[src/rtl/rom_loader.sv]
// Boot loader: assembles a framed, checksummed byte stream into 16-bit words for the
// instruction memory and keeps the core in reset until a verified image is present.
module rom_loader #(
  parameter int unsigned ADDR_W  = 12,
  parameter int unsigned DEPTH   = 4096,
  parameter int unsigned TIMEOUT = 1024
) (
  input  logic              clk,
  input  logic              rst,
  input  logic [7:0]        rx_data,
  input  logic              rx_valid,
  output logic              rx_ready,
  input  logic              reload,
  output logic              rom_we,
  output logic [ADDR_W-1:0] rom_waddr,
  output logic [15:0]       rom_wdata,
  output logic              core_hold,
  output logic              load_done,
  output logic              load_err,
  output logic [ADDR_W:0]   words_loaded
);

  localparam int unsigned CntW = $clog2(TIMEOUT + 1);

  typedef enum logic [2:0] {
    StIdle, StLenHi, StLenLo, StDataHi, StDataLo, StChk, StDone, StErr
  } state_e;

  state_e              state_q, state_d;
  logic                ready_q, ready_d;
  logic                we_q, we_d;
  logic [ADDR_W-1:0]   waddr_q, waddr_d;
  logic [15:0]         wdata_q, wdata_d;
  logic                hold_q, hold_d;
  logic                done_q, done_d;
  logic                err_q, err_d;
  logic [ADDR_W:0]     words_q, words_d;
  logic [7:0]          chk_q, chk_d;
  logic [15:0]         len_q, len_d;
  logic [7:0]          hi_q, hi_d;
  logic [CntW-1:0]     cnt_q, cnt_d;

  logic        accept;
  logic        active;
  logic [15:0] len_new;

  assign accept  = rx_valid && ready_q;
  assign active  = (state_q == StLenHi) || (state_q == StLenLo) || (state_q == StDataHi) ||
                   (state_q == StDataLo) || (state_q == StChk);
  assign len_new = {len_q[15:8], rx_data};

  always_comb begin
    state_d = state_q;
    we_d    = 1'b0;
    waddr_d = waddr_q;
    wdata_d = wdata_q;
    hold_d  = hold_q;
    done_d  = done_q;
    err_d   = err_q;
    words_d = words_q;
    chk_d   = chk_q;
    len_d   = len_q;
    hi_d    = hi_q;
    cnt_d   = '0;
    if (active && !accept) begin
      cnt_d = cnt_q + CntW'(1);
    end

    unique case (state_q)
      StIdle: begin
        if (accept && rx_data == 8'hA5) begin
          state_d = StLenHi;
          chk_d   = '0;
          words_d = '0;
          err_d   = 1'b0;
        end
      end
      StLenHi: begin
        if (accept) begin
          len_d[15:8] = rx_data;
          chk_d       = chk_q ^ rx_data;
          state_d     = StLenLo;
        end
      end
      StLenLo: begin
        if (accept) begin
          len_d = len_new;
          chk_d = chk_q ^ rx_data;
          if (len_new == 16'd0 || 32'(len_new) > DEPTH) begin
            state_d = StErr;
            err_d   = 1'b1;
          end else begin
            state_d = StDataHi;
          end
        end
      end
      StDataHi: begin
        if (accept) begin
          hi_d    = rx_data;
          chk_d   = chk_q ^ rx_data;
          state_d = StDataLo;
        end
      end
      StDataLo: begin
        if (accept) begin
          we_d    = 1'b1;
          waddr_d = words_q[ADDR_W-1:0];
          wdata_d = {hi_q, rx_data};
          words_d = words_q + 1'b1;
          chk_d   = chk_q ^ rx_data;
          state_d = (32'(words_q) + 32'd1 == 32'(len_q)) ? StChk : StDataHi;
        end
      end
      StChk: begin
        if (accept) begin
          if (rx_data == chk_q) begin
            state_d = StDone;
            hold_d  = 1'b0;
            done_d  = 1'b1;
          end else begin
            state_d = StErr;
            err_d   = 1'b1;
          end
        end
      end
      StDone, StErr: begin
        // load_err deliberately survives reload until the next header.
        if (reload) begin
          state_d = StIdle;
          hold_d  = 1'b1;
          done_d  = 1'b0;
        end
      end
      default: state_d = StIdle;
    endcase

    // An accepted byte on the limit cycle takes priority over the timeout.
    if (active && !accept && cnt_q == CntW'(TIMEOUT - 1)) begin
      state_d = StErr;
      err_d   = 1'b1;
      cnt_d   = '0;
    end

    ready_d = (state_d != StDone) && (state_d != StErr);
  end

  always_ff @(posedge clk or negedge rst) begin
    if (!rst) begin
      state_q <= StIdle;
      ready_q <= 1'b0;
      we_q    <= 1'b0;
      waddr_q <= '0;
      wdata_q <= '0;
      hold_q  <= 1'b1;
      done_q  <= 1'b0;
      err_q   <= 1'b0;
      words_q <= '0;
      chk_q   <= '0;
      len_q   <= '0;
      hi_q    <= '0;
      cnt_q   <= '0;
    end else begin
      state_q <= state_d;
      ready_q <= ready_d;
      we_q    <= we_d;
      waddr_q <= waddr_d;
      wdata_q <= wdata_d;
      hold_q  <= hold_d;
      done_q  <= done_d;
      err_q   <= err_d;
      words_q <= words_d;
      chk_q   <= chk_d;
      len_q   <= len_d;
      hi_q    <= hi_d;
      cnt_q   <= cnt_d;
    end
  end

  assign rx_ready     = ready_q;
  assign rom_we       = we_q;
  assign rom_waddr    = waddr_q;
  assign rom_wdata    = wdata_q;
  assign core_hold    = hold_q;
  assign load_done    = done_q;
  assign load_err     = err_q;
  assign words_loaded = words_q;

endmodule

[config.mk]
export PLATFORM = sky130hd
export DESIGN_NAME = rom_loader
export DESIGN_NICKNAME = d
export VERILOG_FILES = /design/src/rtl/rom_loader.sv
export SDC_FILE = /design/constraint.sdc
export NUM_CORES = 1
export LEC_CHECK = 0
export CORE_MARGIN = 2
export CORE_UTILIZATION = 60
export CTS_CLUSTER_DIAMETER = 60
export DETAILED_ROUTE_END_ITERATION = 10
export HOLD_SLACK_MARGIN = 0.06
export PLACE_DENSITY = 0.85
export SYNTH_ARGS = -nofsm -noshare
export SYNTH_HDL_FRONTEND = slang
export SYNTH_SLANG_ARGS = --single-unit
[constraint.sdc]
create_clock -name clk -period 4.8 [get_ports clk]
set_clock_uncertainty 0.05 [all_clocks]
set_input_delay 0.96 -clock clk [delete_from_list [all_inputs] [get_ports clk]]
set_output_delay 0.96 -clock clk [all_outputs]
set_load 0.02 [all_outputs]
Word level (Yosys, flattened, before mapping)

Index checks and enable logic that the tools add are counted.
Widths: inputs -> output; s select.

Register bits: 92
Input bits: 12
Output and inout bits: 46
Word-level logic and storage cells: 110

$add $sub $neg: 3
Magnitude comparators: 1
Equality and inequality tests: 24
Mux-type cells: 39
Bitwise gates (word level): 2
Reductions and logical operators: 27

Operator list:

| cell                  | count |
|---|---|
| $pmux 8 s2            | 2 |
| $mux 3                | 10 |
| $mux 13               | 2 |
| $pmux 13 s2           | 1 |
| $mux 8                | 3 |
| $mux 11               | 2 |
| $pmux 3 s7            | 1 |
| $eq 14x16->1          | 1 |
| $gt 16x13->1 const B  | 1 |
| $logic_not 16->1      | 1 |
| $mux 1                | 15 |
| $add 13x1->14 const B | 1 |
| $add 13x1->13 const B | 1 |
| $eq 3x3->1 const B    | 4 |
| $add 11x1->11 const B | 1 |
| $eq 11x10->1 const B  | 1 |
| $ne 3x2->1 const B    | 3 |
| $ne 3x3->1 const B    | 3 |
| $reduce_and 3->1      | 3 |
| $eq 8x8->1            | 1 |
| $eq 8x8->1 const B    | 1 |
| $ne 2x2->1 const B    | 4 |
| $xor 8x8->8           | 1 |
| $eq 3x2->1 const B    | 2 |
| 17 further kinds      | 31 |

Logic depth before layout (Yosys ltp)

Gate-level depths: netlist (run 1).

Word-level depth: 10
Gate-level depth with buffers: 8
Mapped depth without buffers: 7

Worst setup path before layout (run 1)

Ideal clock, no wire load.

Path type: input to register
Start: in rx_data[4]
End: reg chk_q[1]
Data arrival time: 2606 ps
Required time: 4674 ps
Path slack: 2067 ps
Stages: 8
Buffers on the path: 2
Cell sequence: buf_4 -> or4_4 -> nor3_4 -> a211oi_1 -> a21o_4 -> or2_1 -> buf_6 -> o21ai_1

Cells in the longest elaborated chain, start to end: 4

RTL lines:

| element                           | line | source |
|---|---|---|
| from (decl)                       | 10   | `input logic [7:0] rx_data,` |
| $eq 8x8->1                        | 71   | `if (accept && rx_data == 8'hA5) begin` |
| $logic_and 1x1->1                 | 71   |  |
| $ne 2x2->1 (no source line)       | --   |  |
| $reduce_and 3->1 (no source line) | --   |  |
| to (signal assigned)              | 172  | `chk_q <= chk_d;` |
| to (decl)                         | 38   | `logic [7:0] chk_q, chk_d;` |

No other way between the ends.
A chain may end at the register's enable or synchronous reset.

Final worst setup path (run 1)

Start: in rx_data[6]
End: reg words_q[2], in the netlist words_loaded[2]

Cells in the longest elaborated chain, start to end: 4

RTL lines:

| element                           | line | source |
|---|---|---|
| $eq 8x8->1                        | 71   |  |
| $logic_and 1x1->1                 | 71   |  |
| $ne 2x2->1 (no source line)       | --   |  |
| $reduce_and 3->1 (no source line) | --   |  |
| to (signal assigned)              | 171  | `words_q <= words_d;` |
| to (decl)                         | 37   | `logic [ADDR_W:0] words_q, words_d;` |

No other way between the ends.

==> key figures, run 1 <==
Global route
  • Initial antenna violation count: 0
  • Vias in the first global route: 3689
  • GRT Total Usage: 26.2%
  • Pin count of the biggest net entering global routing: 93
  • Global route total overflow: 0
  • First-pass GRT wire length: 17.9 mm

Cells and area
  • FILL cells: 559
  • Register Area: 2300 um^2
  • Layout overhead on the synthesized area: 15.0%
  • Antenna cell count: 0
  • Layout cells sized above 1: 10.1%
  • Footprint of the multi-input gates: 2170 um^2
  • Final nets: 545
  • Leading cell type in the layout, fill and taps excluded: nand2_1
  • Most frequent cells in the layout: nand2_1, dfrtp_1, clkdlybuf4s50_1, nor2_1, o21ai_0

Clock tree
  • Clock Latency Late Sink: 380 ps
  • Max Root-Sink Buffers: 2
  • Post-CTS resize count: 0
  • Post-CTS Setup Bufs: 0
  • CTS tree: done
  • H-tree depth: 3
  • Hold Buf Count CTS: 0
  • CTS Buf Count: 9
  • CTS Sinks: 92
  • Root Driver: clkbuf_8
  • Clock-pin slew on the worst setup and hold paths: 110 ps

Synthesis
  • Warnings, synthesis: 0
  • Seq/Total Area, Yosys: 49.1%
  • Post-Syn Area per Cell: 9.48 um^2
  • Count of different cell masters after synthesis: 65
  • Post-Syn Area: 4690 um^2
  • Post-synth EDFFs: 0
  • Syn Nets: 509
  • Cells after synthesis: 495
  • Post-synth top flop: dfrtp_1
  • Yosys reg bits: 92
  • Async SR Flop Fraction: 100%

Routing
  • Drt via density: 5.94
  • ANT nets after route: 0
  • DRC: 0
  • Initial DRC count: 247
  • WL/cell: 16.3 um
  • Total number of vias: 3788
  • First drt pass iteration count: 5
  • Routed wire length: 10.4 mm

Floorplanning
  • Die area: 8540 um^2
  • Core area: 7650 um^2
  • Die Width: 92.4 um
  • Die height: 92.4 um
  • Site row count: 32
  • Initial Utilization: 61.4%
  • Boundary Pins: 58

Timing
  • RSZ-0062 raised after global routing: false
  • Fin worst setup slack: 1720 ps
  • Worst-Margin Slew: 1110 ps
  • Min Tclk post-route: 3080 ps
  • Worst hold slack: 426 ps
  • Final Hold Viols: 0
  • Setup violators final: 0
  • Max Clock Freq: 325 MHz
  • Rel. slew slack: 25.8%
  • Slew Viols, Final: 0
  • Crit share post-route: 64.1%
  • Post-route setup TNS: 0 ps

Worst hold path
  • Hold Path Class: flip-flop to flip-flop
  • Worst Hold Depth: 2

Pwr
  • Leak: 2.37 nW
  • Pwr/cell area: 539 nW/um^2
  • VDD IR max: 0.365 mV

Placement
  • HPWL Detailed: 7.00 mm
  • Final GP Congestion: 0.871
  • Pre-CTS setup slack: 1390 ps
  • Port bufs: 57

Setup path
  • CP Capture Type: flip-flop
  • Critical path launch point type: input port
  • CP max FO: 14
  • Worst-case reg-to-reg path depth: 7
  • CP arrival: 3220 ps
  • Critical path required time: 4950 ps
  • Critical path class: input port to flip-flop

Job
  • Max-cap check violation count: 0

Status
  • Status: complete, no violations
## cells by family after synthesis
group | Yosys count | share of synthesized area (%)
fa+ha+maj | 2 | 0.533
xor+xnor | 32 | 5.97
mux | 24 | 5.76
compound gates | 81 | 11.1
buf+inv | 38 | 4.72
flops | 92 | 49.1
simple gates | 226 | 22.8
## layout make-up
| class | count | share of cell area [%] |
|---|---|---|
| multi-input combinational | 365 | 40.2 |
| inverter | 4 | 0.278 |
| sequential | 92 | 42.7 |
| clock inverter | 7 | 1.41 |
| timing repair buffer | 59 | 10.8 |
| tap | 102 | 2.36 |
| clock buffer | 9 | 2.30 |
## final timing paths
path | slack (ps) | to | start
hold / removal | 430 | rom_wdata[11] | hi_q[3]
hold reg to reg | 430 | rom_wdata[11] | hi_q[3]
setup / recovery | 1720 | words_loaded[2] | rx_data[6]
max in group asynchronous | 3260 | load_err | rst
min in group asynchronous | 740 | rom_we | rst
setup reg to reg | 2040 | state_q[2] | words_loaded[0]
## sequential cells by signal (all words and copies together) (netlist names)
register and count:
len_q 16, rom_wdata 16, words_loaded 13, rom_waddr 12, cnt_q 11, chk_q 8, hi_q 8, state_q 3
core_hold 1, load_done 1, load_err 1, rom_we 1, rx_ready 1
## per-stage QoR
step                util, %  std cells  power (mW)  area [um^2]
detailed placement     67.9        622        2.39         5200
floorplan                 -        495        2.00         4690
CTS                    70.6        638        2.91         5400
global route           70.6        638        3.09         5400
finish                 70.6        638        2.91         5400
global placement       67.9        622        2.33         5200
## worst max-delay path: stages
cell and delay [ps]:
clkdlybuf4s50_1 560, or4_4 640, nor2_1 140, o211ai_1 400
o21ai_0 370, o21ai_0 150
## metal layers
layer  vias up  GRT usage, %  share of wire (%)
met5         -             0                  0
met2       135          43.2                 49
li1       1776             -                  -
met3        15          5.21                5.3
met1      1862          35.5                 44
met4         0          7.59                1.1
## synthesized netlist by cell type (5+ instances only)
cell type  count  area (um^2)
dfrtp_1       91         2280
o31ai_1        6         45.0
nor2_1        40          150
xor2_1        14          123
nand2b_1       5         31.3
nand2_1      106          398
and3_1         6         37.5
nand4_1        9         56.3
nor4_1         5         31.3
a21oi_1        6         30.0
o21ai_1        8         40.0
xnor2_1       18          158
nand3_1       14         70.1
o21ai_0       33          165
mux2_2        24          270
nor3_1         9         45.0
clkbuf_1      17         63.8
## power by group
part / switching, mW / leakage [nW] / internal, mW
Clock: 0.314 / 0.103 / 0.208
Sequential: 0.250 / 1.18 / 1.03
Combinational: 0.578 / 1.09 / 0.533
Total: 1.14 / 2.37 / 1.77
Note: power is estimated with default switching activity, not from simulation.
==> run 2, diff against run 1 <==
- CORE_UTILIZATION: 60 -> 50
- PLACE_DENSITY: 0.85 -> 0.76
- clock period: 4.8 -> 2.8 ns (I/O delays scaled with it)
==> key figures, run 2 (synthesis gave the netlist of run 1 again) <==
Clock tree
  • Clock-pin slew on the worst setup and hold paths: 100 ps (about the same)
  • Root Driver: clkbuf_8
  • Hold Buf Count CTS: 0 (unchanged)
  • Post-CTS resize count: 0 (unchanged)
  • Post-CTS Setup Bufs: 0 (unchanged)
  • Max Root-Sink Buffers: 2 (unchanged)
  • CTS tree: done
  • CTS Buf Count: 9 (unchanged)
  • CTS Sinks: 92 (unchanged)
  • H-tree depth: 3 (unchanged)
  • Clock Latency Late Sink: 360 ps (-20 ps)

Setup path
  • Setup crit end: state_q[2]
  • Critical path launch point type: flip-flop
  • Crit path from: words_loaded[1]
  • WP buf/inv: 0 (-1)
  • Worst-path cell chain: nand4_1 -> a2111oi_0 -> a211oi_1 -> nor4_1 -> nand4_1 -> a211oi_1
  • Critical path class: flip-flop to flip-flop
  • WP depth: 6 (unchanged)
  • CP Capture Type: flip-flop
  • CP arrival: 2720 ps (-500 ps)
  • Slowest Stage Delay on Critical Path: 540 ps (-100 ps)
  • R2r endpoint: state_q[2]
  • FF-to-FF Start: words_loaded[1]
  • Flop-to-flop setup slack: 290 ps (-1750 ps)
  • Worst-case reg-to-reg path depth: 6 (-1)
  • Delay-heaviest family, CP: simple AND/OR/NAND/NOR gates
  • CP max stage cell: dfrtp_1
  • Critical path required time: 3010 ps (-1940 ps)
  • CP max FO: 11 (-3)

Floorplanning
  • Core area: 9150 um^2 (+20%)
  • Site row count: 35 (+9.4%)
  • Initial Utilization: 51.3% (-10 points)
  • Boundary Pins: 58 (unchanged)
  • Die Width: 101 um (+9.1%)
  • Die area: 10200 um^2 (+19%)
  • Die height: 101 um (+9.1%)

Routing
  • First drt pass iteration count: 4 (-1)
  • Drt via density: 5.64 (-5.1%)
  • Initial DRC count: 246 (-0.40%)
  • WL/cell: 16.2 um (-0.61%)
  • ANT nets after route: 0 (unchanged)
  • DRC: 0 (unchanged)
  • Routed wire length: 10.8 mm (+3.8%)
  • Total number of vias: 3753 (-0.92%)

Timing
  • Slew Viols, Final: 0 (unchanged)
  • Worst-Margin Slew: 619 ps (-493 ps)
  • Min Tclk post-route: 2510 ps
  • Fin worst setup slack: 293 ps (-1430 ps)
  • Max Clock Freq: 399 MHz
  • Worst hold slack: 180 ps (-246 ps)
  • Setup violators final: 0 (unchanged)
  • Crit share post-route: 89.5%
  • RSZ-0062 raised after global routing: false
  • Final Hold Viols: 0 (unchanged)
  • Rel. slew slack: 58.6% (+33 points)

Cells and area
  • Leading cell type in the layout, fill and taps excluded: nand2_1
  • Final instance area: 5560 um^2 (+3.0%)
  • Most frequent cells in the layout: nand2_1, dfrtp_1, clkdlybuf4s50_1, nor2_1, o21ai_0
  • Final core utilization: 60.8% (-9.8 points)
  • Layout overhead on the synthesized area: 18.5%
  • Layout cells sized above 1: 13.2% (+3.1 points)
  • Final Non-Filler Cells: 666 (+4.4%)
  • Final nets: 564 (+3.5%)
  • Antenna cell count: 0 (unchanged)

Global route
  • Initial antenna violation count: 0 (unchanged)
  • GRT Total Usage: 22.4% (-3.7 points)
  • Global route total overflow: 0 (unchanged)
  • Vias in the first global route: 3595 (-2.5%)
  • Pin count of the biggest net entering global routing: 93 (unchanged)
  • First-pass GRT wire length: 18.1 mm (+1.3%)

Placement
  • Port bufs: 57 (unchanged)
  • DP Cell Count: 650 (+4.5%)
  • Placed cell area: 5380 um^2 (+3.4%)
  • HPWL Detailed: 7.49 mm (+7.0%)
  • Pre-CTS setup slack: -0.463 ps (-1390 ps)
  • Final GP Congestion: 0.932 (+6.9%)

Pwr
  • Leak: 2.46 nW (+4.0%)
  • Pwr/cell area: 892 nW/um^2 (+66%)
  • VDD IR max: 0.523 mV (+43%)

Status
  • Status: complete, no violations

Worst hold path
  • Hold Path Class: input port to async pin

Job
  • Max-cap check violation count: 0 (unchanged)
run 2: cell count changes in the layout (fill, tap and decap cells not counted), sizes merged:
cell | before | now
clkinvlp | 0 | 1
buf | 3 | 22
inv | 9 | 5
clkinv | 2 | 4
clkbuf | 9 | 10
run 2: final cells by class:
class	count	area (um^2)
Fill cell	800	3590
Clock buffer	10	138
Clock inverter	6	47.5
Timing Repair Buffer	78	751
Tap cell	111	139
Sequential cell	92	2300
Inverter	4	15.0
Multi-Input combinational cell	365	2170
run 2: worst register-to-register path: stages (launching register included):
cell and delay (ps):
dfrtp_1 540, nand4_1 440, a2111oi_0 490, a211oi_1 100, nor4_1 290, nand4_1 230
a211oi_1 290
run 2: worst min-delay path by stage:
| stage | startpoint | end | slack [ps] | cells past startpoint |
|---|---|---|---|---|
| after floorplan | rst | chk_q[0] | 210 | 0 |
| after global placement | hi_q[1] | rom_wdata[9] | 400 | 2 |
| after detailed placement | hi_q[6] | rom_wdata[14] | 410 | 2 |
| after CTS | rst | rom_waddr[5] | 200 | 2 |
| after global routing | rst | rom_waddr[3] | 220 | 2 |
| final | rst | rom_waddr[5] | 180 | 2 |
run 2: stage by stage:
| stage | setup TNS [ps] | power [mW] |
|---|---|---|
| 6_report | 0 | 4.96 |
| 5_1_grt | 0 | 5.29 |
| 4_1_cts | 0 | 4.98 |
| 3_5_place_dp | -0.463 | 4.14 |
| 3_3_place_gp | 0 | 4.05 |
| 2_1_floorplan | 0 | 3.43 |
run 2: power by group:
group	internal [mW]	total, mW	switching [mW]	leakage, nW
registers	1.76	2.16	0.403	1.18
clock network	0.354	0.844	0.491	0.0928
logic	0.958	1.96	0.998	1.19
run 2: metal layers:
layer  global-route usage [%]  vias up  share of wire, %
li1                         -     1817                 -
met1                     31.3     1825                45
met2                     35.8       99                49
met3                     3.05       12               4.0
met4                     8.54        0               1.4
met5                        0        -                 0
